[config.mk]
export PLATFORM = sky130hd
export DESIGN_NAME = fifo_scoreboard
export DESIGN_NICKNAME = d
export VERILOG_FILES = /design/src/rtl/shared_pkg.sv /design/src/rtl/fifo_ref_model.sv /design/src/rtl/fifo_scoreboard.sv
export SDC_FILE = /design/constraint.sdc
export NUM_CORES = 1
export LEC_CHECK = 0
export BUFFER_PORTS_ARGS = -buffer_cell sky130_fd_sc_hd__buf_2
export CAP_MARGIN = 20
export CORE_AREA = 2 2 99 149
export CTS_CLUSTER_SIZE = 16
export DETAILED_ROUTE_END_ITERATION = 6
export DIE_AREA = 0 0 101 151
export GPL_TIMING_DRIVEN = 1
export MAX_ROUTING_LAYER = met4
export PLACE_DENSITY = 0.8
export SLEW_MARGIN = 20
export SYNTH_ARGS = -nofsm -noshare
export SYNTH_HDL_FRONTEND = slang
export SYNTH_SLANG_ARGS = --single-unit
[constraint.sdc]
create_clock -name clk -period 6.7 [get_ports clk]
set_clock_uncertainty 0.2 [all_clocks]
set_input_delay 0.335 -clock clk [delete_from_list [all_inputs] [get_ports clk]]
set_output_delay 0.335 -clock clk [all_outputs]
set_load 0.01 [all_outputs]
[src/rtl/shared_pkg.sv]
`default_nettype none
// ============================================================================
// Module      : shared_pkg
// Description : Shared sizing defaults, flag bit positions and counter type
//               for the FIFO scoreboard and its golden reference model.
// Revision    : 1.0 - initial release
// ============================================================================
package shared_pkg;

  // Default data width and storage depth (depth must be a power of two)
  localparam int FIFO_WIDTH = 16;
  localparam int FIFO_DEPTH = 8;

  // Bit positions inside the 7-bit flag vector {wr_ack .. almostempty}
  localparam int FLAG_WR_ACK      = 6;
  localparam int FLAG_OVERFLOW    = 5;
  localparam int FLAG_UNDERFLOW   = 4;
  localparam int FLAG_FULL        = 3;
  localparam int FLAG_EMPTY       = 2;
  localparam int FLAG_ALMOSTFULL  = 1;
  localparam int FLAG_ALMOSTEMPTY = 0;
  localparam int NUM_FLAGS        = 7;

  // Position of the data-out failure bit inside mismatch_vec
  localparam int VEC_DATA_BIT = 7;

  // Cumulative comparison counter type and its saturation value
  typedef logic [15:0] cnt16_t;
  localparam cnt16_t CNT_MAX = 16'hFFFF;

  // Saturating increment used by both result counters
  function automatic cnt16_t sat_inc(input cnt16_t value);
    return (value == CNT_MAX) ? CNT_MAX : value + 16'd1;
  endfunction

endpackage : shared_pkg
`default_nettype wire

[src/rtl/fifo_ref_model.sv]
`default_nettype none
// ============================================================================
// Module      : fifo_ref_model
// Description : Golden synchronous FIFO. Registered data_out, wr_ack,
//               overflow and underflow; full/empty/almost flags decoded
//               combinationally from the occupancy count.
// Revision    : 1.0 - initial release
// ============================================================================
module fifo_ref_model #(
  parameter int FIFO_WIDTH = shared_pkg::FIFO_WIDTH,
  parameter int FIFO_DEPTH = shared_pkg::FIFO_DEPTH
) (
  input  logic                  clk,
  input  logic                  rst_n,
  input  logic [FIFO_WIDTH-1:0] data_in,
  input  logic                  wr_en,
  input  logic                  rd_en,
  output logic [FIFO_WIDTH-1:0] data_out,
  output logic [6:0]            flags
);
  import shared_pkg::*;

  localparam int AW = $clog2(FIFO_DEPTH);
  localparam int CW = AW + 1;
  localparam logic [CW-1:0] C_DEPTH  = CW'(FIFO_DEPTH);
  localparam logic [CW-1:0] C_AFULL  = CW'(FIFO_DEPTH - 1);
  localparam logic [CW-1:0] C_ONE    = CW'(1);
  localparam logic [CW-1:0] C_ZERO   = '0;

  logic [FIFO_WIDTH-1:0] mem [FIFO_DEPTH];
  logic [AW-1:0]         wr_ptr;
  logic [AW-1:0]         rd_ptr;
  logic [CW-1:0]         count;
  logic                  wr_ack;
  logic                  overflow;
  logic                  underflow;
  logic                  wr_ok;
  logic                  rd_ok;

  // Accept decisions: a full FIFO refuses writes, an empty one refuses reads,
  // which also resolves the simultaneous request corner cases.
  assign wr_ok = wr_en && (count != C_DEPTH);
  assign rd_ok = rd_en && (count != C_ZERO);

  // Storage array is deliberately not reset; only pointers define validity
  always_ff @(posedge clk) begin
    if (wr_ok) begin
      mem[wr_ptr] <= data_in;
    end
  end

  // Pointers, occupancy, read data and per-cycle event flags
  always_ff @(posedge clk or negedge rst_n) begin
    if (!rst_n) begin
      wr_ptr    <= '0;
      rd_ptr    <= '0;
      count     <= '0;
      data_out  <= '0;
      wr_ack    <= 1'b0;
      overflow  <= 1'b0;
      underflow <= 1'b0;
    end else begin
      wr_ack    <= wr_ok;
      overflow  <= wr_en && !wr_ok;
      underflow <= rd_en && !rd_ok;
      if (wr_ok) begin
        wr_ptr <= wr_ptr + 1'b1;
      end
      if (rd_ok) begin
        rd_ptr   <= rd_ptr + 1'b1;
        data_out <= mem[rd_ptr];
      end
      case ({wr_ok, rd_ok})
        2'b10:   count <= count + C_ONE;
        2'b01:   count <= count - C_ONE;
        default: count <= count;
      endcase
    end
  end

  // Assemble the flag vector; level flags come straight from count
  always_comb begin
    flags                   = '0;
    flags[FLAG_WR_ACK]      = wr_ack;
    flags[FLAG_OVERFLOW]    = overflow;
    flags[FLAG_UNDERFLOW]   = underflow;
    flags[FLAG_FULL]        = (count == C_DEPTH);
    flags[FLAG_EMPTY]       = (count == C_ZERO);
    flags[FLAG_ALMOSTFULL]  = (count == C_AFULL);
    flags[FLAG_ALMOSTEMPTY] = (count == C_ONE);
  end

endmodule : fifo_ref_model
`default_nettype wire

[src/rtl/fifo_scoreboard.sv]
`default_nettype none
// ============================================================================
// Module      : fifo_scoreboard
// Description : Compares an observed FIFO's read data and flags against the
//               golden reference model every cycle, reporting per-field
//               failures and keeping saturating pass/fail totals.
// Revision    : 1.0 - initial release
// ============================================================================
module fifo_scoreboard #(
  parameter int FIFO_WIDTH = shared_pkg::FIFO_WIDTH,
  parameter int FIFO_DEPTH = shared_pkg::FIFO_DEPTH
) (
  input  logic                  clk,
  input  logic                  rst_n,
  input  logic [FIFO_WIDTH-1:0] data_in,
  input  logic                  wr_en,
  input  logic                  rd_en,
  input  logic [FIFO_WIDTH-1:0] dut_data_out,
  input  logic [6:0]            dut_flags,
  output logic                  mismatch,
  output logic [7:0]            mismatch_vec,
  output logic [15:0]           error_count,
  output logic [15:0]           correct_count
);
  import shared_pkg::*;

  logic [FIFO_WIDTH-1:0] model_data;
  logic [6:0]            model_flags;
  logic                  cmp_en;
  logic [7:0]            diff;

  fifo_ref_model #(
    .FIFO_WIDTH (FIFO_WIDTH),
    .FIFO_DEPTH (FIFO_DEPTH)
  ) u_ref (
    .clk      (clk),
    .rst_n    (rst_n),
    .data_in  (data_in),
    .wr_en    (wr_en),
    .rd_en    (rd_en),
    .data_out (model_data),
    .flags    (model_flags)
  );

  // Field-by-field difference, forced clean while comparisons are disarmed
  always_comb begin
    diff = '0;
    if (cmp_en) begin
      diff[VEC_DATA_BIT]    = (dut_data_out != model_data);
      diff[NUM_FLAGS-1:0]   = dut_flags ^ model_flags;
    end
  end

  // Arm after the first post-reset edge, register results, bump one counter
  always_ff @(posedge clk or negedge rst_n) begin
    if (!rst_n) begin
      cmp_en        <= 1'b0;
      mismatch      <= 1'b0;
      mismatch_vec  <= '0;
      error_count   <= '0;
      correct_count <= '0;
    end else begin
      cmp_en       <= 1'b1;
      mismatch_vec <= diff;
      mismatch     <= |diff;
      if (cmp_en) begin
        if (|diff) begin
          error_count <= sat_inc(error_count);
        end else begin
          correct_count <= sat_inc(correct_count);
        end
      end
    end
  end

endmodule : fifo_scoreboard
`default_nettype wire

==> flow_summary.ini <==
[route]
drc = 0
detail-route-antenna-nets = 0
via_count = 4801
route.detailed.wl_per_inst_um = 20.18
drt_pre_antenna_iters = 5
detail_route.iter0.violations = 276
vias_per_cell = 5.876
total_length_of_routed_wires_mm = 16.49

[run_status]
result_of_the_run = finished, final reports clean

[sta]
timing_max_transition_violations_final = 0
final_number_of_hold_violating_endpoints = 0
setup_ws_ns = 3.351
rsz0062_at_grt = no
max_slew_margin = 0.2462
layout_min_cycle_time_ns = 3.349
tightestPinTransition_ns = 1.131
tns_ns = 0
final_min_period_over_clock_period = 0.4999
setup_viol = 0
timing.fmax_mhz = 298.6

[die]
chipHeight_um = 151
floorplan.die.width_um = 101
rows = 53
ios = 84
floorplan.initialDensity = 0.5951
floorplan.die_area_mm2 = 0.01525
floorplan.core_area_mm2 = 0.01393

[grt]
first_global_vias = 4989
grt_usage = 0.2344
grt_max_degree = 72
grt.overflow.total = 0
grt_antenna_before_repair = 0
first_pass_grt_wire_length_mm = 25.64

[logic_synthesis]
yosys_register_bits = 199
netlist-cell-type-count = 45
synth_edf_count = 128
async_flop_share = 0.3568
yosys_warnings = 0
yosysSeqAreaShare = 0.6782
yosysTopAreaCell = edfxtp_1
synth_flop_cell = edfxtp_1
yosys.cell_count.top_type = edfxtp_1
post_synth_inst_count = 536
syn_area_mm2 = 0.008287
synthTopCellsByCount = edfxtp_1, dfrtp_1, nand2_1
syn-num-nets = 587
synth.area.top_cells = edfxtp_1, dfrtp_1, mux4_2, mux2i_1, nand2_1
synthesis.area_per_instance_um2 = 15.46
synth_top_cell_area_share = 0.4638

[pwr]
static-leakage-power_nw = 3.793
sequentialPowerShare = 0.471
power_frac_comb = 0.254
clock_power_share = 0.276
net-switching-power_w = 0.001134
peakVddDrop_v = 0.0002976
internal-power_w = 0.002516
switching_share = 0.3105
powerDensity_mw_per_mm2 = 377.0

[worst_setup_path]
worstPathRequired_ns = 6.81
timing.critical_path.slowest_stage_cell = nor4_1
timing.critical_path.cells = xor2_1, nor4_1, and4_1, nand4_1, nor4_1, mux2_2
crit_path_frequent_cell = nor4_1
cp.arrival_ns = 3.46
worst-setup-path-type = flop to flop
timing.critical_path.from_type = flop
crit_path_max_incr_delay_ns = 0.67
worst-path-max-fanout = 18
setup.worst_path.end_class = flop

[layout]
diodes = 0
synthToLayoutAreaGrowth_pct = 16.84
layout.nets = 690
final_core_utilization = 0.6952
final-seq-area_mm2 = 0.005622
layout-drive-gt1-share = 0.2776
nFillCells = 897
area_occupied_by_multi_input_gates_mm2 = 0.002565

[cts]
post-cts-setup-buffer-count = 0
clkSlewWorstSetupHoldPaths_ns = 0.07
cts_sinks = 199
clock_path_buffers = 2
clk_latency_ns = 0.42
clock_tree.root_cell = clkbuf_16
clock_tree.htree_level_count = 4
cts_buffer_count = 17
clock_tree_from_tritoncts = yes

[placement]
gp_congestion = 0.8450
io_buffer_count = 83
place_ws_ns = 3.409
detailed_place_hpwl_mm = 10.39

[min_path]
hp-class = input port to flop

[job]
cap_viol_max_count = 0
## flip-flops by register name, summed over array words and instances, names as in the netlist, 3 cells and up
signal,count
mismatch_vec,8
correct_count,16
u_ref.data_out,16
u_ref.wr_ptr,3
u_ref.mem,128
error_count,16
u_ref.rd_ptr,3
u_ref.count,4
## cell type report
class                      count  area share
clock buffer                  17     0.04394
clock inverter                15     0.01693
inverter                      11    0.004265
multi-input combinational    301      0.2649
sequential                   199      0.5806
tap                          165     0.02132
timing repair buffer         109     0.06798
## kinds of logic (layout without fill, tap and decap cells)
family	Yosys count	count (layout)	synth area share
XOR/XNOR	28	28	0.02959
multiplexers	71	71	0.1371
other	1	1	0.0004525
buffers and inverters	36	152	0.01872
adder cells (fa/ha/maj)	8	8	0.01208
AND/OR/NAND/NOR	149	149	0.09195
flip-flops	199	199	0.6782
AO/OA/AOI/OAI	44	44	0.03186
## per-stage QoR
stage	power [W]	std cells	hold WS (ns)	area, µm²
after floorplan	0.002363	536	-0.1606	8287
after global placement	0.002609	766	0.2848	8900
after detailed placement	0.002660	766	0.2963	8900
after CTS	0.003679	817	0.0001028	9679
after global routing	0.003827	817	0.03898	9682
final	0.003650	817	0.01616	9682
## worst paths after layout
path	from	end	slack, ns	depth (start not counted)
worst max register to register	u_ref.data_out[14]	correct_count[14]	3.35	6
worst max-delay path	u_ref.data_out[14]	correct_count[14]	3.35	6
min in group asynchronous	rst_n	error_count[6]	0.46	3
worst min register to register	u_ref.data_out[3]	u_ref.data_out[3]	0.31	2
max in group asynchronous	rst_n	u_ref.rd_ptr[0]	5.18	3
worst min-delay path	dut_flags[3]	mismatch_vec[3]	0.02	3
## metal layers
metal  global-route usage  part of all wire  routed length (µm)
met5                    -                 0                   0
met4              0.08446             0.023                 372
met3              0.05307             0.053                 881
met2               0.4107              0.54                8871
met1               0.2625              0.39                6361
## critical path: cells and delay by family (launching register included)
family,cells,cell delay [ns]
mux,1,0.38
simple gates,4,2.09
flops,1,0.40
xor+xnor,1,0.16
## power groups by stage
stage / clock (W) / sequential, W / combinational [W]
6_report: 0.00101 / 0.00172 / 0.000926
5_1_grt: 0.00107 / 0.00174 / 0.00102
4_1_cts: 0.00102 / 0.00172 / 0.000943
3_5_place_dp: 0 / 0.00174 / 0.000922
3_3_place_gp: 0 / 0.00172 / 0.000888
2_1_floorplan: 0 / 0.00168 / 0.000687
## cells in the final DEF (no fill, tap or decap), drive strengths merged, types with 12 or more instances in the layout
cell,instances
o21ai,21
nor2,18
mux2,17
mux4,32
dfrtp,71
edfxtp,128
clkbuf,17
nand3,15
inv,17
a21oi,12
mux2i,22
buf,90
xor2,21
nand2,55
dlygate4sd3,19
## timing repair
| action | CTS | global route |
|---|---|---|
| endpoints found under the hold margin | 201 | 0 |
| hold buffers | 19 | 0 |
| gates resized for setup | 0 | 0 |
(Power assumes the default switching activity.)
